### src/rtl/serial_adder_if.sv
// Operand/result handshake bundle for the bit-serial adder controller.
interface serial_adder_if #(
    parameter int unsigned WIDTH = 8
);
    logic             in_valid;
    logic             in_ready;
    logic [WIDTH-1:0] a;
    logic [WIDTH-1:0] b;
    logic             cin;
    logic             out_valid;
    logic             out_ready;
    logic [WIDTH-1:0] sum;
    logic             cout;
    logic             ovf;

    modport master (
        output in_valid, a, b, cin, out_ready,
        input  in_ready, out_valid, sum, cout, ovf
    );

    modport slave (
        input  in_valid, a, b, cin, out_ready,
        output in_ready, out_valid, sum, cout, ovf
    );
endinterface

### src/rtl/sheffer.sv
// Two-input NAND (Sheffer stroke) primitive used to build the shared full adder.
module sheffer (
    input  logic a,
    input  logic b,
    output logic y
);
    assign y = ~(a & b);
endmodule

### src/rtl/serial_adder_ctrl.sv
// Bit-serial adder: one NAND-built full adder time-shared LSB-first across WIDTH bits,
// with valid/ready handshakes on operands and result.
module serial_adder_ctrl #(
    parameter int unsigned WIDTH = 8
) (
    input  logic           clk,
    input  logic           rst_n,
    serial_adder_if.slave  io
);
    localparam int unsigned CW = $clog2(WIDTH + 1);

    typedef enum logic [1:0] {
        IDLE = 2'd0,
        RUN  = 2'd1,
        DONE = 2'd2
    } state_t;

    state_t           state_q, state_d;
    logic [WIDTH-1:0] a_q, a_d;
    logic [WIDTH-1:0] b_q, b_d;
    logic [WIDTH-1:0] sum_q, sum_d;
    logic [CW-1:0]    cnt_q, cnt_d;
    logic             carry_q, carry_d;
    logic             c_msb_q, c_msb_d;
    logic             cout_q, cout_d;

    logic n1, n2, n3, hs, n5, n6, n7, fa_s, fa_co;
    logic last_bit;

    // Shared full adder: half-sum a^b, then sum and carry, all in NAND.
    sheffer u_n1 (.a(a_q[0]), .b(b_q[0]), .y(n1));
    sheffer u_n2 (.a(a_q[0]), .b(n1),     .y(n2));
    sheffer u_n3 (.a(b_q[0]), .b(n1),     .y(n3));
    sheffer u_hs (.a(n2),     .b(n3),     .y(hs));
    sheffer u_n5 (.a(hs),     .b(carry_q), .y(n5));
    sheffer u_n6 (.a(hs),     .b(n5),     .y(n6));
    sheffer u_n7 (.a(carry_q), .b(n5),    .y(n7));
    sheffer u_s  (.a(n6),     .b(n7),     .y(fa_s));
    sheffer u_co (.a(n5),     .b(n1),     .y(fa_co));

    assign last_bit = (cnt_q == CW'(WIDTH - 1));

    always_comb begin
        state_d = state_q;
        a_d     = a_q;
        b_d     = b_q;
        sum_d   = sum_q;
        cnt_d   = cnt_q;
        carry_d = carry_q;
        c_msb_d = c_msb_q;
        cout_d  = cout_q;
        case (state_q)
            IDLE: begin
                if (io.in_valid) begin
                    a_d     = io.a;
                    b_d     = io.b;
                    carry_d = io.cin;
                    cnt_d   = '0;
                    sum_d   = '0;
                    state_d = RUN;
                end
            end
            RUN: begin
                // Result fills from the MSB end so bit i lands in place after WIDTH shifts.
                sum_d   = (sum_q >> 1) | (WIDTH'(fa_s) << (WIDTH - 1));
                a_d     = a_q >> 1;
                b_d     = b_q >> 1;
                carry_d = fa_co;
                cnt_d   = cnt_q + CW'(1);
                if (last_bit) begin
                    c_msb_d = carry_q;
                    cout_d  = fa_co;
                    state_d = DONE;
                end
            end
            DONE: begin
                if (io.out_ready) begin
                    state_d = IDLE;
                end
            end
            default: state_d = IDLE;
        endcase
    end

    always_ff @(posedge clk or negedge rst_n) begin
        if (!rst_n) begin
            state_q <= IDLE;
            a_q     <= '0;
            b_q     <= '0;
            sum_q   <= '0;
            cnt_q   <= '0;
            carry_q <= 1'b0;
            c_msb_q <= 1'b0;
            cout_q  <= 1'b0;
        end else begin
            state_q <= state_d;
            a_q     <= a_d;
            b_q     <= b_d;
            sum_q   <= sum_d;
            cnt_q   <= cnt_d;
            carry_q <= carry_d;
            c_msb_q <= c_msb_d;
            cout_q  <= cout_d;
        end
    end

    assign io.in_ready  = (state_q == IDLE);
    assign io.out_valid = (state_q == DONE);
    assign io.sum       = sum_q;
    assign io.cout      = cout_q;
    assign io.ovf       = c_msb_q ^ cout_q;
endmodule

### src/flat_wrapper.sv
// flat-port wrapper written by rule: the top's interface ports become plain ports
module serial_adder_ctrl_flat 
#(
    parameter int unsigned WIDTH = 8
)
  (clk, rst_n, io_in_valid, io_a, io_b, io_cin, io_out_ready, io_in_ready, io_out_valid, io_sum, io_cout, io_ovf);
  serial_adder_if #(.WIDTH(WIDTH)) io_i ();
  input  logic clk;
  input  logic rst_n;
  input wire logic [$bits(io_i.in_valid)-1:0] io_in_valid;
  input wire logic [$bits(io_i.a)-1:0] io_a;
  input wire logic [$bits(io_i.b)-1:0] io_b;
  input wire logic [$bits(io_i.cin)-1:0] io_cin;
  input wire logic [$bits(io_i.out_ready)-1:0] io_out_ready;
  output wire logic [$bits(io_i.in_ready)-1:0] io_in_ready;
  output wire logic [$bits(io_i.out_valid)-1:0] io_out_valid;
  output wire logic [$bits(io_i.sum)-1:0] io_sum;
  output wire logic [$bits(io_i.cout)-1:0] io_cout;
  output wire logic [$bits(io_i.ovf)-1:0] io_ovf;
  assign io_i.in_valid = io_in_valid;
  assign io_i.a = io_a;
  assign io_i.b = io_b;
  assign io_i.cin = io_cin;
  assign io_i.out_ready = io_out_ready;
  assign io_in_ready = io_i.in_ready;
  assign io_out_valid = io_i.out_valid;
  assign io_sum = io_i.sum;
  assign io_cout = io_i.cout;
  assign io_ovf = io_i.ovf;
  serial_adder_ctrl #(.WIDTH(WIDTH)) u_core (.clk(clk), .rst_n(rst_n), .io(io_i));
endmodule
### config.mk
export PLATFORM = sky130hd
export DESIGN_NAME = serial_adder_ctrl_flat
export DESIGN_NICKNAME = d
export VERILOG_FILES = /design/src/rtl/serial_adder_if.sv /design/src/rtl/sheffer.sv /design/src/rtl/serial_adder_ctrl.sv /design/src/flat_wrapper.sv
export SDC_FILE = /design/constraint.sdc
export NUM_CORES = 1
export LEC_CHECK = 0
export BUFFER_PORTS_ARGS = -buffer_cell sky130_fd_sc_hd__buf_2
export CORE_ASPECT_RATIO = 0.7
export CORE_MARGIN = 2
export CORE_UTILIZATION = 50
export CTS_CLUSTER_DIAMETER = 200
export DETAILED_ROUTE_END_ITERATION = 7
export PLACE_DENSITY = 0.71
export SYNTH_ARGS = -nofsm -noshare
export SYNTH_HDL_FRONTEND = slang
export SYNTH_SLANG_ARGS = --single-unit
### constraint.sdc
create_clock -name clk -period 1.85 [get_ports clk]
set_input_delay 0.185 -clock clk [delete_from_list [all_inputs] [get_ports clk]]
set_output_delay 0.185 -clock clk [all_outputs]
set_load 0.01 [all_outputs]
Yosys cells after proc, flatten, opt, wreduce, memory -nomap -nowiden
Index checks and enable logic that the tools add are counted.
{"block": "totals", "latch_bits": 0, "out_inout_bits": 12, "rom_bits": 0, "ramBits": 0, "elab_cells": 54, "input_bits": 21, "reg_bits": 33, "mem_count": 0}
{"block": "classes", "div": 0, "n_lt_le_gt_ge": 0, "eq_ne": 6, "muxes": 14, "add_sub_neg": 1, "reduce_logical": 5, "shifts": 0, "n_mul": 0, "bitwise": 20}
{"operator": "$pmux 8 s2", "count": 3}
{"operator": "$mux 8", "count": 3}
{"operator": "$and 1x1->1", "count": 9}
{"operator": "$not 1->1", "count": 9}
{"operator": "$or 7x8->8", "count": 1}
{"operator": "$pmux 4 s2", "count": 1}
{"operator": "$mux 2", "count": 3}
{"operator": "$pmux 2 s3", "count": 1}
{"operator": "$add 4x1->4 const B", "count": 1}
{"operator": "$eq 4x3->1 const B", "count": 1}
{"operator": "$mux 4", "count": 1}
{"operator": "$ne 2x2->1 const B", "count": 2}
{"operator": "$reduce_and 2->1", "count": 2}
{"operator": "$reduce_and 3->1", "count": 1}
{"operator": "$eq 2x1->1 const B", "count": 1}
{"operator": "$eq 2x2->1 const B", "count": 1}
{"operator": "$logic_not 2->1", "count": 1}
{"operator": "$ne 2x1->1 const B", "count": 1}
{"operator": "$pmux 1 s2", "count": 1}
{"operator": "$reduce_bool 2->1", "count": 1}
{"operator": "$mux 1", "count": 1}
{"operator": "$xor 1x1->1", "count": 1}

Longest topological paths before layout
{"block": "depth", "depth_word": 14, "mapped_depth": 5, "mapped_depth_nobuf": 4}

By module
Synthesis repeated with hierarchy kept, for this count alone.
{"block": "unflattened", "cells_unflattened": 141, "area_unflattened_um2": 1477.7}
{"mod": "serial_adder_ctrl", "seq_area_each_um2": 825.8, "cells_per_inst": 132, "instances": 1, "area_per_inst_um2": 1443.9}
{"mod": "sheffer", "seq_area_each_um2": 0.0, "cells_per_inst": 1, "instances": 9, "area_per_inst_um2": 3.8}

Least setup slack after synthesis
Ideal clock, no wire load.
{"block": "synth_path", "path_type": "flip-flop to flip-flop", "startpoint": "register u_core.cnt_q[0]", "endpoint": "register u_core.c_msb_q", "setup_time_ns": 0.127, "stages_incl_launch_ff": 5, "setup_slack_ns": 0.536, "arrival_time_ns": 1.186, "required_ns": 1.723, "synth_period_minus_slack_ns": 1.314, "n_path_buf": 0, "path_cell_list": "dfrtp_1 > ha_1 > and3b_1 > nand2_1 > mux2_1"}
{"block": "synth_via", "elab_chain_len": 2}
{"element": "start: declaration", "line": "serial_adder_ctrl.sv:22", "source": "logic [CW-1:0] cnt_q, cnt_d;"}
{"element": "start signal: assignment", "line": "serial_adder_ctrl.sv:100", "source": "cnt_q <= cnt_d;"}
{"element": "$eq 4x3->1", "line": "serial_adder_ctrl.sv:41", "source": "assign last_bit = (cnt_q == CW'(WIDTH - 1));"}
{"element": "$reduce_and 2->1 (no source line)"}
{"element": "end signal: assignment", "line": "serial_adder_ctrl.sv:102", "source": "c_msb_q <= c_msb_d;"}
{"element": "end: declaration", "line": "serial_adder_ctrl.sv:24", "source": "logic c_msb_q, c_msb_d;"}
No other way between the ends.
A chain may end at the register's enable or synchronous reset.

Worst setup path in the final report
{"block": "layout_path", "startpoint": "register u_core.state_q[0]", "endpoint": "output port io_out_valid"}
{"block": "layout_via", "elab_chain_len": 1}
{"element": "start: declaration", "line": "serial_adder_ctrl.sv:18", "source": "state_t state_q, state_d;"}
{"element": "start signal: assignment", "line": "serial_adder_ctrl.sv:96", "source": "state_q <= state_d;"}
{"element": "$eq 2x2->1", "line": "serial_adder_ctrl.sv:108", "source": "assign io.out_valid = (state_q == DONE);"}
{"element": "end: declaration", "line": "flat_wrapper.sv:16", "source": "output wire logic [$bits(io_i.out_valid)-1:0] io_out_valid;"}
No other way between the ends.

==> impl_metrics.py <==
metrics = {
    "yosys": {
        "synth_nets": 165,
        "ys_warn_count": 0,
        "synth_top_family_by_area": "compound AO/OA/AOI/OAI gates",
        "ys_types": 28,
        "synthMuxAreaShare_pct": 1.40,
        "synth-compound-area-share_pct": 26.3,
        "ys_ff_latch": 33,
        "netlist_area_sq_um": 1520,
        "yosys.area_share.simple_pct": 10.5,
        "avgSynthCellArea_sq_um": 10.7,
        "synth-adder-area-share_pct": 2.13,
        "synthCells": 142,
        "ys_seq_area_share_pct": 54.2,
        "synth-xor-area-share_pct": 0.575,
    },
    "critical_path": {
        "slowest_delay_ns": 0.35,
        "crit_slowest_cell": "dfrtp_1",
        "path_max_fanout": 23,
        "cp_common_cell": "inv_1",
        "arrival_ns": 1.27,
        "crit_required_ns": 1.66,
        "critical_path_class": "flop to output port",
        "path_cells": "buf_4 > inv_1 > nand2_1 > inv_1 > buf_2",
        "rr_worst_depth": 3,
        "critPathLaunchType": "flop",
        "cp-end-kind": "output port",
    },
    "routing": {
        "firstDrtPassIters": 4,
        "vias": 1168,
        "routed_wl_microns": 3280,
        "ant_nets": 0,
        "vias_per_cell": 5.48,
        "wl_per_cell_microns": 15.4,
        "drt-initial-drc-count": 76,
        "drc": 0,
    },
    "die": {
        "row_count": 16,
        "dieArea_sq_um": 3510,
        "initial_utilization_pct": 53.6,
        "coreArea_sq_um": 2840,
        "die_h_microns": 50.2,
        "chipWidth_microns": 70.0,
        "ios": 33,
    },
    "hold_path": {
        "whs_path_depth": 2,
        "hold_class": "input port to flop",
    },
    "placed_design": {
        "portBuffers": 32,
        "postPlaceCellArea_sq_um": 1700,
        "hpwl_microns": 2290,
        "gp_congestion": 0.755,
    },
    "sta": {
        "slew_headroom_pct": 51.9,
        "worstMarginPinSlew_ns": 0.722,
        "rsz0062_at_grt": "no",
        "setup_violations": 0,
        "setup_tns_ns": 0,
        "maxSlewViolCount": 0,
        "fin_crit_sh_pct": 78.9,
        "finalCriticalPeriod_ns": 1.46,
        "final_hold_viol_count": 0,
        "fin_worst_skew_ns": 0.00398,
        "fmaxAchievable_mhz": 685,
    },
    "cells_and_area": {
        "final_nets": 200,
        "nFillCells": 251,
        "syn_to_final_growth_pct": 18.1,
        "layout_commonest_cell": "dfrtp_1",
        "antenna_cells": 0,
        "final_core_util_pct": 63.3,
        "final_layout_size_suffix_gt1_share_pct": 24.9,
        "final_cell_mix": "dfrtp_1, buf_2, a22oi_1",
        "final_cell_area_sq_um": 1800,
    },
    "pwr": {
        "powerDensity_nw_per_um2": 1560,
        "p_leak_uw": 0.000861,
        "power_uw": 2800,
        "peakVddDrop_mv": 0.742,
    },
    "cts": {
        "cts_sinks": 33,
        "path_clk_slew_ns": 0.07,
        "htreeDepth": 2,
        "cts_buffers": 5,
        "cts-root-buf": "clkbuf_8",
        "cts_tree": "built",
        "insertion_delay_ns": 0.27,
        "clock_path_buffers": 2,
        "post_cts_buffers": 0,
        "ctsResizeCount": 0,
    },
    "global_routing": {
        "grt_pass1_wl_microns": 5460,
        "overflow": 0,
        "antenna_found_initial": 0,
        "grt_use_total_pct": 19.8,
        "first_global_vias": 1158,
        "grt_max_degree": 34,
    },
    "run": {
        "maxCapViolations": 0,
    },
    "status": {
        "status": "complete, no violations",
    },
}
[stage by stage]
stage,setup slack (ns),std cells,hold slack (ns)
floorplan,0.536,142,-0.111
global placement,0.443,205,0.273
detailed placement,0.407,205,0.293
CTS,0.385,213,0.101
global route,0.297,213,0.113
finish,0.390,213,0.106
[worst max-delay path: cells and delay by family, from the launching register on]
family | cells | cell delay (ns)
and+or+nand+nor | 1 | 0.09
DFF | 1 | 0.35
buffers and inverters | 4 | 0.56
[state kept, by name, summed over array words and instances, names as in the netlist]
register / count
u_core.a_q: 8
u_core.b_q: 8
u_core.c_msb_q: 1
u_core.carry_q: 1
u_core.cnt_q: 4
u_core.io.cout: 1
u_core.io.sum: 8
u_core.state_q: 2
[path summary, 6_finish.rpt]
check | slack (ns) | to | startpoint
max | 0.39 | io_out_valid | u_core.state_q[0]
min | 0.11 | u_core.state_q[1] | io_out_ready
max reg2reg | 0.41 | u_core.c_msb_q | u_core.state_q[1]
min reg2reg | 0.49 | u_core.a_q[2] | u_core.a_q[2]
max in group asynchronous | 0.88 | u_core.io.cout | rst_n
min in group asynchronous | 0.50 | u_core.io.sum[3] | rst_n
[report_power, final]
part	internal (uW)	switching (uW)	total [uW]
clock network	295	245	540
registers	1010	212	1220
logic	479	567	1050
[repair_timing]
item,CTS,global route
hold buffers,1,0
setup endpoints to repair,0,0
hold endpoints to repair,17,0
[synthesized netlist by cell type]
cell type   n  area, sq um
mux2i_1     1         10.0
nand2_1    12         45.0
a22o_1      8         70.1
inv_1       5         18.8
a21oi_1    10         50.1
a31oi_1     1         6.26
nor2b_1     9         56.3
ha_1        1         12.5
buf_6       2         22.5
clkbuf_1    1         3.75
fa_1        1         20.0
a32o_1      1         10.0
a22oi_2     1         12.5
mux2_1      1         11.3
or3_1       1         6.26
buf_2       6         30.0
and3b_1     1         8.76
nand3_1     3         15.0
o21ai_0     8         40.0
nor2_1      2         7.51
a2bb2oi_1   4         35.0
nand2b_1    1         6.26
a22oi_1    13         97.6
and2b_1     2         15.0
o21ai_1    12         60.1
xor2_1      1         8.76
o21bai_4    1         18.8
dfrtp_1    33          826
[logic make-up after synthesis]
kind of cell | after synthesis
AOI/OAI and AO/OA | 59
xor gates and xnor gates | 1
adders and majority gates | 2
buffers and inverters | 14
DFF | 33
muxes | 2
and+or+nand+nor | 31
[routing by layer]
metal	global-route usage, %	share of wire (%)
met5	0	0
met4	2.88	0.24
met3	5.62	4.8
met2	31.4	45
met1	28.1	50
[layout make-up]
class / count / area (sq um) / area share (%)
Clock buffer: 7 / 86.3 / 4.80
Multi-Input combinational cell: 95 / 623 / 34.6
Sequential cell: 33 / 826 / 45.9
Inverter: 5 / 18.8 / 1.04
Timing Repair Buffer: 37 / 200 / 11.1
Tap cell: 36 / 45.0 / 2.50
No activity file was read; power rests on OpenSTA's default activity.
